### src/rtl/megaram_ram_arbiter_pkg.sv
// Shared types and constants for the cartridge-RAM arbiter and its winner picker.
package megaram_arb_pkg;

  typedef enum logic [1:0] {IDLE, ISSUE, WAIT, DONE} arb_state_t;

  localparam int REQ_LOADER = 0;
  localparam int REQ_SLOT1  = 1;
  localparam int REQ_SLOT2  = 2;
  localparam int N_REQ      = 3;

  typedef logic [1:0] req_idx_t;

  // Watchdog counter never narrower than a byte, wider if the limit needs it.
  function automatic int cnt_width(input int limit);
    int w;
    w = $clog2(limit + 1);
    return (w < 8) ? 8 : w;
  endfunction

endpackage

### src/rtl/megaram_ram_arbiter_if.sv
// Requester and memory-port bundle of the cartridge-RAM arbiter.
interface megaram_ram_arbiter_if
  import megaram_arb_pkg::*;
#(
  parameter int ADDR_W = 27
);

  logic [N_REQ-1:0]  req;
  logic [ADDR_W-1:0] addr [N_REQ];
  logic [N_REQ-1:0]  rnw;
  logic [7:0]        wdata [N_REQ];
  logic [N_REQ-1:0]  ack;
  logic [7:0]        rdata;

  logic              mem_req;
  logic [ADDR_W-1:0] mem_addr;
  logic              mem_rnw;
  logic [7:0]        mem_wdata;
  logic              mem_ack;
  logic [7:0]        mem_rdata;

  modport slave (
    input  req, addr, rnw, wdata, mem_ack, mem_rdata,
    output ack, rdata, mem_req, mem_addr, mem_rnw, mem_wdata
  );

  modport master (
    output req, addr, rnw, wdata, mem_ack, mem_rdata,
    input  ack, rdata, mem_req, mem_addr, mem_rnw, mem_wdata
  );

endinterface

### src/rtl/megaram_ram_arbiter_pick.sv
// Combinational winner selection: requester 0 always wins, the rest rotate after last_slot.
module megaram_arb_pick
  import megaram_arb_pkg::*;
#(
  parameter int N = N_REQ
)
(
  input  logic [N-1:0] req,
  input  req_idx_t     last_slot,
  output logic         valid,
  output req_idx_t     idx
);

  int       cand;
  req_idx_t cand_idx;

  // Scan from lowest to highest rotation priority so the closest slot after last_slot wins.
  always_comb begin
    valid    = |req;
    idx      = req_idx_t'(REQ_LOADER);
    cand     = 0;
    cand_idx = '0;
    if (!req[REQ_LOADER]) begin
      for (int k = N - 1; k >= 1; k--) begin
        cand     = ((int'(last_slot) - 1 + k) % (N - 1)) + 1;
        cand_idx = req_idx_t'(cand);
        if (req[cand_idx]) idx = cand_idx;
      end
    end
  end

endmodule

### src/rtl/megaram_ram_arbiter.sv
// Shares one cartridge-RAM port between the loader and two mapper slots.
// Optional transaction watchdog and sticky err flag: define MEGARAM_ARB_TIMEOUT_EN.
module megaram_ram_arbiter
  import megaram_arb_pkg::*;
#(
  parameter int ADDR_W  = 27,
  parameter int TIMEOUT = 255
)
(
  input  logic                  clk,
  input  logic                  reset_n,
  megaram_ram_arbiter_if.slave  bus,
  output logic                  busy,
  output logic                  err
);

  arb_state_t state, state_nxt;
  req_idx_t   gnt, last_slot, pick_idx;
  logic       pick_valid;
  logic       timeout_hit;

  megaram_arb_pick #(.N(N_REQ)) u_pick (
    .req       (bus.req),
    .last_slot (last_slot),
    .valid     (pick_valid),
    .idx       (pick_idx)
  );

`ifdef MEGARAM_ARB_TIMEOUT_EN
  localparam int CNT_W = cnt_width(TIMEOUT);

  logic [CNT_W-1:0] wait_cnt;
  logic             err_q;

  // Counts WAIT cycles; a zero value on entry means TIMEOUT-1 marks the last allowed cycle.
  always_ff @(posedge clk or negedge reset_n) begin
    if (!reset_n) begin
      wait_cnt <= '0;
      err_q    <= 1'b0;
    end else begin
      if (state == ISSUE)
        wait_cnt <= '0;
      else if (state == WAIT)
        wait_cnt <= wait_cnt + CNT_W'(1);
      if (timeout_hit)
        err_q <= 1'b1;
    end
  end

  assign timeout_hit = (state == WAIT) && !bus.mem_ack && (wait_cnt == CNT_W'(TIMEOUT - 1));
  assign err         = err_q;
`else
  localparam int unused_timeout = TIMEOUT;

  assign timeout_hit = 1'b0;
  assign err         = 1'b0;
`endif

  always_ff @(posedge clk or negedge reset_n) begin
    if (!reset_n) state <= IDLE;
    else          state <= state_nxt;
  end

  always_comb begin
    state_nxt = state;
    unique case (state)
      IDLE:    if (pick_valid) state_nxt = ISSUE;
      ISSUE:   state_nxt = WAIT;
      WAIT:    if (bus.mem_ack || timeout_hit) state_nxt = DONE;
      DONE:    state_nxt = IDLE;
      default: state_nxt = IDLE;
    endcase
  end

  always_comb begin
    busy    = (state != IDLE);
    bus.ack = '0;
    for (int i = 0; i < N_REQ; i++)
      bus.ack[i] = (state == DONE) && (gnt == req_idx_t'(i));
  end

  // A dropped req after the grant cannot abort: everything the memory needs is latched here.
  always_ff @(posedge clk or negedge reset_n) begin
    if (!reset_n) begin
      bus.mem_req   <= 1'b0;
      bus.mem_addr  <= {ADDR_W{1'b1}};
      bus.mem_rnw   <= 1'b1;
      bus.mem_wdata <= 8'h00;
      bus.rdata     <= 8'hFF;
      gnt           <= req_idx_t'(REQ_LOADER);
      last_slot     <= req_idx_t'(REQ_SLOT2);
    end else begin
      unique case (state)
        IDLE: begin
          if (pick_valid) begin
            gnt           <= pick_idx;
            bus.mem_addr  <= bus.addr[pick_idx];
            bus.mem_rnw   <= bus.rnw[pick_idx];
            bus.mem_wdata <= bus.wdata[pick_idx];
          end
        end
        ISSUE: bus.mem_req <= 1'b1;
        WAIT: begin
          if (bus.mem_ack) begin
            bus.mem_req <= 1'b0;
            if (bus.mem_rnw) bus.rdata <= bus.mem_rdata;
          end else if (timeout_hit) begin
            bus.mem_req <= 1'b0;
            if (bus.mem_rnw) bus.rdata <= 8'hFF;
          end
        end
        DONE: begin
          if (gnt != req_idx_t'(REQ_LOADER)) last_slot <= gnt;
        end
        default: ;
      endcase
    end
  end

endmodule

### src/flat_wrapper.sv
// flat-port wrapper written by rule: the top's interface ports become plain ports
module megaram_ram_arbiter_flat import megaram_arb_pkg::*;
#(
  parameter int ADDR_W  = 27,
  parameter int TIMEOUT = 255
)
  (clk, reset_n, busy, err, bus_req, bus_addr, bus_rnw, bus_wdata, bus_mem_ack, bus_mem_rdata, bus_ack, bus_rdata, bus_mem_req, bus_mem_addr, bus_mem_rnw, bus_mem_wdata);
  megaram_ram_arbiter_if #(.ADDR_W(ADDR_W)) bus_i ();
  input  logic clk;
  input  logic reset_n;
  output logic busy;
  output logic err;
  input wire logic [$bits(bus_i.req)-1:0] bus_req;
  input wire logic [$bits(bus_i.addr)-1:0] bus_addr;
  input wire logic [$bits(bus_i.rnw)-1:0] bus_rnw;
  input wire logic [$bits(bus_i.wdata)-1:0] bus_wdata;
  input wire logic [$bits(bus_i.mem_ack)-1:0] bus_mem_ack;
  input wire logic [$bits(bus_i.mem_rdata)-1:0] bus_mem_rdata;
  output wire logic [$bits(bus_i.ack)-1:0] bus_ack;
  output wire logic [$bits(bus_i.rdata)-1:0] bus_rdata;
  output wire logic [$bits(bus_i.mem_req)-1:0] bus_mem_req;
  output wire logic [$bits(bus_i.mem_addr)-1:0] bus_mem_addr;
  output wire logic [$bits(bus_i.mem_rnw)-1:0] bus_mem_rnw;
  output wire logic [$bits(bus_i.mem_wdata)-1:0] bus_mem_wdata;
  assign bus_i.req = bus_req;
  assign bus_i.addr = {>>{bus_addr}};
  assign bus_i.rnw = bus_rnw;
  assign bus_i.wdata = {>>{bus_wdata}};
  assign bus_i.mem_ack = bus_mem_ack;
  assign bus_i.mem_rdata = bus_mem_rdata;
  assign bus_ack = bus_i.ack;
  assign bus_rdata = bus_i.rdata;
  assign bus_mem_req = bus_i.mem_req;
  assign bus_mem_addr = bus_i.mem_addr;
  assign bus_mem_rnw = bus_i.mem_rnw;
  assign bus_mem_wdata = bus_i.mem_wdata;
  megaram_ram_arbiter #(.ADDR_W(ADDR_W), .TIMEOUT(TIMEOUT)) u_core (.clk(clk), .reset_n(reset_n), .bus(bus_i), .busy(busy), .err(err));
endmodule
### config.mk
export PLATFORM = sky130hd
export DESIGN_NAME = megaram_ram_arbiter_flat
export DESIGN_NICKNAME = d
export VERILOG_FILES = /design/src/rtl/megaram_ram_arbiter_pkg.sv /design/src/rtl/megaram_ram_arbiter_if.sv /design/src/rtl/megaram_ram_arbiter_pick.sv /design/src/rtl/megaram_ram_arbiter.sv /design/src/flat_wrapper.sv
export SDC_FILE = /design/constraint.sdc
export NUM_CORES = 1
export LEC_CHECK = 0
export ABC_AREA = 1
export BUFFER_PORTS_ARGS = -buffer_cell sky130_fd_sc_hd__buf_2
export CORE_ASPECT_RATIO = 1.75
export CORE_MARGIN = 4
export CORE_UTILIZATION = 24
export DETAILED_ROUTE_END_ITERATION = 12
export PLACE_DENSITY_LB_ADDON = 0.25
export REMOVE_ABC_BUFFERS = 1
export SLEW_MARGIN = 25
export SYNTH_ARGS = -nofsm -noshare
export SYNTH_HDL_FRONTEND = slang
export SYNTH_SLANG_ARGS = --single-unit
### constraint.sdc
create_clock -name clk -period 1.36 [get_ports clk]
set_clock_uncertainty 0.05 [all_clocks]
set_input_delay 0.204 -clock clk [delete_from_list [all_inputs] [get_ports clk]]
set_output_delay 0.204 -clock clk [all_outputs]
set_load 0.05 [all_outputs]
==> flow_summary_export.csv, run 1 <==
group,metric,value,unit
floorplanning,die_h,163,µm
power,leakagePower,2.78,nW
worst_setup_path,crit_path_start_kind,"flop",
cts,clock-sinks,50,
sta,final_period_minus_worst_setup_slack,1.49,ns
worst_setup_path,crit_required,1.11,ns
worst_setup_path,end_kind,"output pin",
synth,synthesis.yosys.warnings,0,
sta,rsz0062_at_grt,"true",
power,power_density,2350,mW/mm²
cts,tritoncts_clock_tree,"done",
finish,area_occupied_by_multi_input_gates,0.00164,mm²
synth,post_synth_most_frequent_cells,"103 x sky130_fd_sc_hd__inv_1, 74 x sky130_fd_sc_hd__nand3_1, 69 x sky130_fd_sc_hd__nor2_1",
worst_setup_path,timing.critical_path.fanout_max,2,
synth,synth.top_cell.area_share,28.9,%
power,switching_power,5.86,mW
cts,worst_skew_pair.late_latency,0.29,ns
sta,final.period_utilization,110,%
finish,final_util,37.6,%
floorplanning,fp.dieArea,0.0157,mm²
synth,predominant_post_synthesis_flop_cell,"sky130_fd_sc_hd__dfstp_2",
drt,first_iter_violations,96,
global_route,residual_overflow_from_global_routing,0,
drt,via_count,3631,
cts,cts.htree.levels,2,
floorplanning,io_pins,172,
drt,routedWlPerCell,13.6,µm
drt,postRouteWirelength,11300,µm
floorplanning,die_x,96.3,µm
sta,final-max-slew-violation-count,0,
global_route,via_count_of_the_first_global_routing_pass,3459,
synth,synth_enable_flop_cells,0,
placement,placedInstanceArea,0.00444,mm²
synth,postSynth.asyncResetShare,100,%
floorplanning,initial_utilization,24.5,%
global_route,grt_first_pass_wirelength,16800,µm
power,comb_power_share,61.4,%
run,timing.max_cap.violations,0,
global_route,antenna_found_initial,3,
finish,finalNonFillerCells,836,
cts,cts.root.buffer_cell,"sky130_fd_sc_hd__clkbuf_16",
power,cell_internal_pwr,5.94,mW
finish,finish.instance_area,0.00503,mm²
synth,post_synth_num_cell_types,21,
sta,fmax,671,MHz
finish,synthToLayoutAreaGrowth,53.5,%
worst_setup_path,crit_top_cell,"sky130_fd_sc_hd__buf_6",
cts,tritoncts.num_buffers,5,
power,clock_power_share,12.2,%
placement,preCtsSetupSlack,-0.0632,ns
synth,synth.cell_area,0.00328,mm²
sta,setup_viol,17,
global_route,grt_use_total,14.0,%
placement,placed_cells_incl_taps,817,
synth,synth_top_cell_by_area,"sky130_fd_sc_hd__dfstp_2",
drt,drt_pass1_iterations,4,
placement,port_buffers,170,
worst_setup_path,worst-endpoint-arrival,1.24,ns
worst_setup_path,cpPeakStageDelay,0.40,ns
finish,fillers,1468,
synth,post_synth_main_area_contributors,"sky130_fd_sc_hd__dfstp_2 29%, sky130_fd_sc_hd__inv_1 12%, sky130_fd_sc_hd__nand3_1 11%",
power,post_route_total_power,11.8,mW
synth,synth-seq-cells,50,
finish,finish.net_count,784,
cts,cts.path.max_buffers,2,
run_status,outcome,"complete, but fails checks",
worst_setup_path,critical_path_class,"flop to output pin",
cts,worst_setup_hold_path_clk_slew,0.07,ns
run_status,violations_in_the_final_reports,"setup timing",
drt,remaining_drc_errors,0,
floorplanning,fp-row-count,56,
synth,netlist_instances,478,
synth,synth_most_common_cell,"sky130_fd_sc_hd__inv_1",
power,swShare,49.7,%
worst_hold_path,hp-class,"input port to flop",
sta,finalWorstSetupSlack,-0.130,ns
worst_setup_path,timing.critical_path.slowest_stage_cell,"sky130_fd_sc_hd__dfrtp_1",
drt,drt-vias-per-instance,4.34,
placement,gp_congestion,0.794,
worst_setup_path,cp_cell_sequence,"buf_6 -> ha_4 -> nand2_2 -> nor2_2 -> buf_6",
sta,setup_tns,-0.813,ns
finish,final_layout_size_suffix_gt1_share,45.7,%
drt,route.antenna.remaining_nets,0,
placement,dp_hpwl,8750,µm
power,worst_ir_drop_vdd,0.874,mV
sta,report.final.hold_viol_count,0,
synth,synth.yosys.seq_area_share,39.6,%
sta,fin_hold_ws,0.0910,ns
power,seq_power_share,26.4,%
finish,seq_cell_area,0.00130,mm²
synth,syn_avg_cell_area,6.85,µm²
global_route,grt_start_max_net_pins,38,
floorplanning,design.core.area,0.0134,mm²
power by group through the flow:
stage          Clock [mW]  Sequential, mW  Combinational [mW]
5_1_grt              1.53            3.22                7.77
3_5_place_dp            0            3.09                6.26
3_3_place_gp            0            3.07                6.19
6_report             1.44            3.12                7.25
4_1_cts              1.48            3.11                6.55
2_1_floorplan           0            5.42                2.00
logic make-up after synthesis:
family / share of synthesized area, %
buffers and inverters: 17.0
multiplexers: 2.75
AND/OR/NAND/NOR: 28.3
adder cells (fa/ha/maj): 1.53
other: 0.114
AO/OA/AOI/OAI: 10.7
flip-flops: 39.6
state kept, by name (all words and copies together), names as in the netlist:
| signal | cells |
|---|---|
| u_core.state | 2 |
| u_core.last_slot | 1 |
| u_core.bus.rdata | 8 |
| u_core.bus.mem_req | 1 |
| u_core.bus.mem_rnw | 1 |
| u_core.gnt | 2 |
| u_core.bus.mem_wdata | 8 |
| u_core.bus.mem_addr | 27 |
cells in the final DEF (no fill, tap or decap), drive strengths merged:
cell,synthesis,final
o22ai,1,1
conb,1,1
clkinv,0,2
clkbuf,4,28
bufinv,0,1
buf,24,177
nor2,71,71
nand3,74,74
ha,4,4
dfrtp,14,14
dlygate4sd3,0,1
a21oi,66,66
diode,0,3
o21ai,3,3
nand4,5,5
nand2,62,62
inv,105,105
dfstp,36,36
mux2,8,8
area by class of cell:
class | instances | share of cell area (%)
Sequential cell | 50 | 25.8
Inverter | 105 | 7.84
Timing Repair Buffer | 201 | 26.0
Tap cell | 174 | 4.33
Clock inverter | 3 | 0.796
Multi-Input combinational cell | 295 | 32.6
Clock buffer | 5 | 2.49
Antenna cell | 3 | 0.149
per-layer routing:
layer | vias up | global-route usage [%] | part of all wire [%]
met5 | - | 0 | 0
met4 | 0 | 6.39 | 2.6
met3 | 19 | 1.99 | 4.9
met2 | 116 | 26.4 | 57
met1 | 1661 | 14.8 | 36
li1 | 1835 | - | -
final timing paths:
| path | startpoint | to | slack, ns | cells after the start |
|---|---|---|---|---|
| max | u_core.state[0] | bus_ack[1] | -0.13 | 5 |
| min | bus_mem_rdata[2] | u_core.bus.rdata[2] | 0.09 | 2 |
| max reg2reg | u_core.state[1] | u_core.bus.rdata[7] | -0.05 | 5 |
| min reg2reg | u_core.bus.mem_addr[8] | u_core.bus.mem_addr[8] | 0.45 | 2 |
| max in group asynchronous | reset_n | u_core.bus.mem_addr[21] | 0.53 | 3 |
| min in group asynchronous | reset_n | u_core.bus.mem_wdata[7] | 0.39 | 3 |
worst max-delay path, delay by kind of cell (launching register included):
kind	cells	cell delay, ns
buffers and inverters	2	0.28
adder cells (fa/ha/maj)	1	0.16
flip-flops	1	0.40
AND/OR/NAND/NOR	2	0.12
what timing repair did:
item / in CTS / in global routing
endpoints found under the hold margin: 14 / 0
setup endpoints to repair: 38 / 74
setup buffers: 2 / 7
hold buffers: 1 / 0
pin swaps: 3 / 22
resized for setup: 29 / 78
Power figures use the tool's default switching activity.
==> run 2: changes to the inputs <==
CORE_ASPECT_RATIO = 2   (was 1.75)
SYNTH_HIERARCHICAL = 1   (was not set)
==> flow_summary_export.csv, run 2 <==
group,metric,value,unit
run_status,outcome,"complete, but fails checks",
run_status,violations_in_the_final_reports,"setup timing",
power,leakagePower,3.18,nW
cts,tritoncts_clock_tree,"done",
placement,placedInstanceArea,0.00457,mm²
sta,final_period_minus_worst_setup_slack,1.54,ns
cts,worst_setup_hold_path_clk_slew,0.07,ns
sta,rsz0062_at_grt,"true",
cts,cts.root.buffer_cell,"sky130_fd_sc_hd__clkbuf_16",
sta,finalWorstSetupSlack,-0.175,ns
synth,netlist_instances,480,
synth,syn_avg_cell_area,7.08,µm²
finish,area_occupied_by_multi_input_gates,0.00198,mm²
finish,final_layout_size_suffix_gt1_share,60.9,%
global_route,residual_overflow_from_global_routing,0,
sta,final-max-slew-violation-count,0,
cts,worst_skew_pair.late_latency,0.29,ns
finish,finish.instance_area,0.00594,mm²
floorplanning,initial_utilization,24.5,%
finish,antennaDiodeCount,0,
finish,final_util,42.7,%
sta,report.final.hold_viol_count,0,
worst_setup_path,crit_path_start_kind,"flop",
floorplanning,fp.dieArea,0.0162,mm²
drt,drt-vias-per-instance,4.26,
drt,postRouteWirelength,13200,µm
placement,gp_congestion,0.819,
floorplanning,io_pins,172,
worst_hold_path,hp-class,"input port to flop",
placement,dp_hpwl,8790,µm
drt,routedWlPerCell,15.0,µm
cts,cts.htree.levels,2,
finish,layout.cells.most_common,"sky130_fd_sc_hd__buf_2",
cts,clock-sinks,50,
global_route,grt_start_max_net_pins,51,
global_route,antenna_found_initial,0,
worst_setup_path,critical_path_class,"flop to output pin",
floorplanning,die_x,92.1,µm
drt,via_count,3749,
finish,seq_cell_area,0.00130,mm²
finish,largest_register_ffs,27,
cts,cts.path.max_buffers,2,
finish,mostFrequentLayoutCells,"141 x sky130_fd_sc_hd__buf_2, 119 x sky130_fd_sc_hd__nand2_1, 71 x sky130_fd_sc_hd__inv_1, 52 x sky130_fd_sc_hd__nand3_2, 37 x sky130_fd_sc_hd__nand2_2",
worst_setup_path,worst-endpoint-arrival,1.28,ns
cts,tritoncts.num_buffers,5,
global_route,grt_first_pass_wirelength,19300,µm
power,power_density,2110,mW/mm²
sta,fin_hold_ws,0.0580,ns
finish,max_flop_register,"u_core/bus.mem_addr",
drt,first_iter_violations,105,
finish,top_flop_regs,"u_core/bus.mem_addr: 27 flops, u_core/bus.mem_wdata: 8 flops, u_core/bus.rdata: 8 flops",
drt,route.antenna.remaining_nets,0,
finish,fillers,1483,
synth,synthesis.yosys.warnings,6,
sta,setup_viol,43,
run,timing.max_cap.violations,0,
sta,final.period_utilization,113,%
floorplanning,design.core.area,0.0139,mm²
drt,remaining_drc_errors,0,
power,worst_ir_drop_vdd,0.856,mV
placement,preCtsSetupSlack,-0.0827,ns
worst_setup_path,crit_required,1.11,ns
global_route,via_count_of_the_first_global_routing_pass,3834,
sta,fmax,651,MHz
floorplanning,fp-row-count,61,
global_route,grt_use_total,15.2,%
synth,synth.cell_area,0.00340,mm²
worst_setup_path,end_kind,"output pin",
placement,port_buffers,170,
worst_hold_path,cells_on_worst_hold_path,3,
drt,drt_pass1_iterations,4,
floorplanning,die_h,176,µm
worst_setup_path,timing.reg2reg.worst_path_depth,8,
sta,setup_tns,-3.25,ns
finish,synthToLayoutAreaGrowth,74.7,%
worst_setup_path,timing.critical_path.fanout_max,3,
finish,finish.net_count,817,
## run 2: critical path, stage by stage, from the launching register on
cell                      delay, ns
sky130_fd_sc_hd__dfrtp_1       0.44
sky130_fd_sc_hd__ha_4          0.18
sky130_fd_sc_hd__nor3b_4       0.18
sky130_fd_sc_hd__buf_6         0.18
## run 2: stage by stage
step           power, mW  instances
3_5_place_dp        9.61        838
5_1_grt             13.3        880
2_1_floorplan       7.56        454
6_report            12.5        880
3_3_place_gp        9.48        838
4_1_cts             12.0        876
## run 2: final timing paths
path,startpoint,to,slack (ns)
worst max-delay path,u_core/state[0],bus_ack[0],-0.18
worst min-delay path,bus_mem_rdata[3],u_core/bus.rdata[3],0.06
worst max register to register,u_core/state[0],u_core/bus.mem_wdata[5],-0.10
worst min register to register,u_core/bus.rdata[2],u_core/bus.rdata[2],0.41
max in group asynchronous,reset_n,u_core/bus.mem_addr[12],0.56
min in group asynchronous,reset_n,u_core/bus.mem_wdata[1],0.41
## run 2: timing repair
| action | 4_1_cts | 5_1_grt |
|---|---|---|
| pin swaps | 26 | 45 |
| hold endpoints to repair | 14 | 0 |
| gates resized for setup | 73 | 122 |
| buffers inserted | 18 | 2 |
| cloned | 11 | 5 |
| hold buffers | 1 | 0 |
| endpoints found under the setup margin | 49 | 73 |
## run 2: final cells by class
| type | instances | share of cell area [%] |
|---|---|---|
| timing repair inverter | 1 | 0.148 |
| multi-input combinational | 318 | 33.3 |
| clock inverter | 1 | 0.0843 |
| tap | 189 | 3.98 |
| clock buffer | 7 | 2.40 |
| sequential | 50 | 21.9 |
| timing repair buffer | 228 | 32.1 |
| inverter | 86 | 6.09 |
## run 2: power breakdown
part	switching [mW]	internal, mW
registers	0.482	2.58
clock network	0.567	0.732
logic	5.21	2.94
total	6.25	6.26
## run 2: routing by layer
layer | up-vias | wire, µm | GRT usage [%]
met5 | - | 0 | 0
met4 | 0 | 359 | 5.58
met3 | 20 | 446 | 1.62
met2 | 90 | 7830 | 30.7
met1 | 1771 | 4570 | 15.5
li1 | 1868 | - | -
==> run 3: changes to the inputs <==
clock period = 1.71 ns   (was 1.36 ns; I/O delays follow)
==> flow_summary_export.csv, run 3 (same netlist as run 2, synthesis figures left out) <==
group,metric,value,unit
worst_setup_path,timing.reg2reg.worst_path_depth,7,
worst_setup_path,cpPeakStageDelay,0.42,ns
finish,antennaDiodeCount,0,
placement,placed_cells_incl_taps,825,
global_route,grt_first_pass_wirelength,17000,µm
sta,final_period_minus_worst_setup_slack,1.61,ns
worst_setup_path,worst-endpoint-arrival,1.31,ns
finish,layout.cells.most_common,"sky130_fd_sc_hd__buf_2",
drt,drt-vias-per-instance,4.19,
floorplanning,die_x,92.1,µm
global_route,via_count_of_the_first_global_routing_pass,3518,
finish,finish.net_count,774,
floorplanning,initial_utilization,24.5,%
sta,rsz0062_at_grt,"false",
worst_setup_path,timing.rr.end,"u_core/bus.mem_addr[9]",
drt,first_iter_violations,92,
cts,tritoncts_clock_tree,"done",
drt,route.antenna.remaining_nets,0,
power,worst_ir_drop_vdd,0.573,mV
finish,largest_register_ffs,27,
placement,gp_congestion,0.793,
drt,routedWlPerCell,12.9,µm
power,post_route_total_power,8.42,mW
run_status,outcome,"finished, final reports clean",
drt,via_count,3503,
global_route,grt_start_max_net_pins,60,
finish,finish.instance_area,0.00458,mm²
global_route,grt_use_total,13.1,%
worst_setup_path,crit_top_cell,"sky130_fd_sc_hd__inv_1",
floorplanning,die_h,176,µm
floorplanning,design.core.area,0.0139,mm²
finish,mostFrequentLayoutCells,"166 x sky130_fd_sc_hd__buf_2, 162 x sky130_fd_sc_hd__nand2_1, 81 x sky130_fd_sc_hd__inv_1, 75 x sky130_fd_sc_hd__nand3_1, 36 x sky130_fd_sc_hd__dfstp_2",
cts,tritoncts.num_buffers,5,
cts,cts.root.buffer_cell,"sky130_fd_sc_hd__clkbuf_16",
drt,postRouteWirelength,10800,µm
placement,placedInstanceArea,0.00438,mm²
finish,finalNonFillerCells,837,
worst_setup_path,worst_reg2reg_path_startpoint,"u_core/state[0]",
worst_setup_path,crit_path_start_kind,"flop",
sta,finalWorstSetupSlack,0.0979,ns
cts,cts.path.max_buffers,2,
cts,worst_setup_hold_path_clk_slew,0.07,ns
worst_setup_path,timing.critical_path.buf_inv,3,
worst_setup_path,worst-r2r-setup-slack,0.16,ns
floorplanning,fp-row-count,61,
placement,preCtsSetupSlack,0.0573,ns
run,timing.max_cap.violations,0,
sta,final-max-slew-violation-count,0,
finish,top_flop_regs,"u_core/bus.mem_addr: 27 flops, u_core/bus.mem_wdata: 8 flops, u_core/bus.rdata: 8 flops",
sta,setup_viol,0,
worst_hold_path,hp-class,"input port to flop",
finish,synthToLayoutAreaGrowth,34.7,%
cts,worst_skew_pair.late_latency,0.28,ns
global_route,antenna_found_initial,0,
power,leakagePower,2.65,nW
sta,report.final.hold_viol_count,0,
floorplanning,fp.dieArea,0.0162,mm²
drt,remaining_drc_errors,0,
placement,port_buffers,170,
worst_hold_path,cells_on_worst_hold_path,3,
worst_setup_path,end_kind,"output pin",
worst_setup_path,critPathTopFamily,"flip-flops",
power,power_density,1840,mW/mm²
floorplanning,io_pins,172,
worst_setup_path,timing.critical_path.fanout_max,4,
worst_hold_path,hold_end,"u_core/bus.rdata[4]",
finish,max_flop_register,"u_core/bus.mem_addr",
sta,final.period_utilization,94.3,%
worst_setup_path,timing.critical_path.slowest_stage_cell,"sky130_fd_sc_hd__dfrtp_1",
drt,drt_pass1_iterations,5,
cts,clock-sinks,50,
global_route,residual_overflow_from_global_routing,0,
worst_setup_path,critical_path_class,"flop to output pin",
worst_setup_path,cp_cell_sequence,"inv_1 -> ha_2 -> inv_1 -> buf_4",
worst_setup_path,crit_required,1.40,ns
finish,final_layout_size_suffix_gt1_share,41.7,%
placement,dp_hpwl,8560,µm
cts,cts.htree.levels,2,
sta,fmax,620,MHz
worst_hold_path,hold_path_startpoint,"bus_mem_rdata[4]",
finish,final_util,33.0,%
==> run 3: cell count changes in the layout (fill, tap and decap cells not counted), moves of 6 or more <==
cell                       change
sky130_fd_sc_hd__nand3_1      +45
sky130_fd_sc_hd__nand3_2      -45
sky130_fd_sc_hd__nand2_1      +43
sky130_fd_sc_hd__nand2_2      -37
sky130_fd_sc_hd__buf_2        +25
sky130_fd_sc_hd__clkbuf_4     -20
sky130_fd_sc_hd__buf_12       -15
sky130_fd_sc_hd__buf_16       -10
sky130_fd_sc_hd__inv_1        +10
sky130_fd_sc_hd__buf_4         -8
sky130_fd_sc_hd__buf_6         -7
sky130_fd_sc_hd__inv_2         -7
sky130_fd_sc_hd__nand2_4       -6
==> run 3: worst min-delay path, stage by stage <==
cell	delay, ns
sky130_fd_sc_hd__buf_2	0.09
sky130_fd_sc_hd__nand3_1	0.06
sky130_fd_sc_hd__nand2_1	0.05
==> run 3: what timing repair did <==
item | CTS | global route
setup endpoints to repair | 2 | 27
endpoints found under the hold margin | 14 | 0
resized for setup | 2 | 6
pin swaps | 0 | 1
cloned | 0 | 0
hold buffers | 1 | 0
buffers inserted | 0 | 3
==> run 3: how the worst max path moves through the flow <==
stage | start | to | slack, ns | cells past startpoint
2_1_floorplan | u_core/last_slot[0] | u_core/bus.mem_wdata[4] | -1.30 | 7
3_3_place_gp | u_core/state[0] | u_core/bus.mem_addr[17] | 0.12 | 8
3_5_place_dp | u_core/state[0] | u_core/bus.mem_addr[9] | 0.06 | 7
4_1_cts | u_core/state[0] | bus_ack[0] | 0.03 | 3
5_1_grt | u_core/state[1] | bus_ack[2] | 0.005 | 4
6_report | u_core/state[0] | busy | 0.1 | 4
==> run 3: report_power, final <==
part / internal (mW) / leakage, nW / total (mW) / switching, mW
Sequential: 2.05 / 0.539 / 2.43 / 0.376
Combinational: 1.39 / 2.04 / 4.98 / 3.59
Clock: 0.582 / 0.0739 / 1.02 / 0.437
==> run 3: layer usage <==
layer / share of wire (%) / vias to the layer above / global-route usage (%)
met4: 1.8 / 0 / 4.47
li1: - / 1778 / -
met5: 0 / - / 0
met2: 59 / 96 / 26.4
met1: 35 / 1617 / 13.6
met3: 4.1 / 12 / 1.58
==> run 3: through the flow <==
step | setup TNS, ns | hold slack [ns]
after floorplan | -47.21 | -0.0891
after CTS | 0 | 0.121
after global routing | 0 | 0.124
after global placement | 0 | 0.225
final | 0 | 0.130
after detailed placement | 0 | 0.239
==> run 3: layout make-up <==
| cell class | instances | area, µm² |
|---|---|---|
| flip-flops and latches | 50 | 1300 |
| repair buffers | 186 | 1030 |
| inverters | 86 | 330 |
| fillers | 1591 | 9310 |
| clock inverters | 1 | 5.00 |
| clock buffers | 7 | 143 |
| well taps | 189 | 236 |
| multi-input cells | 318 | 1530 |
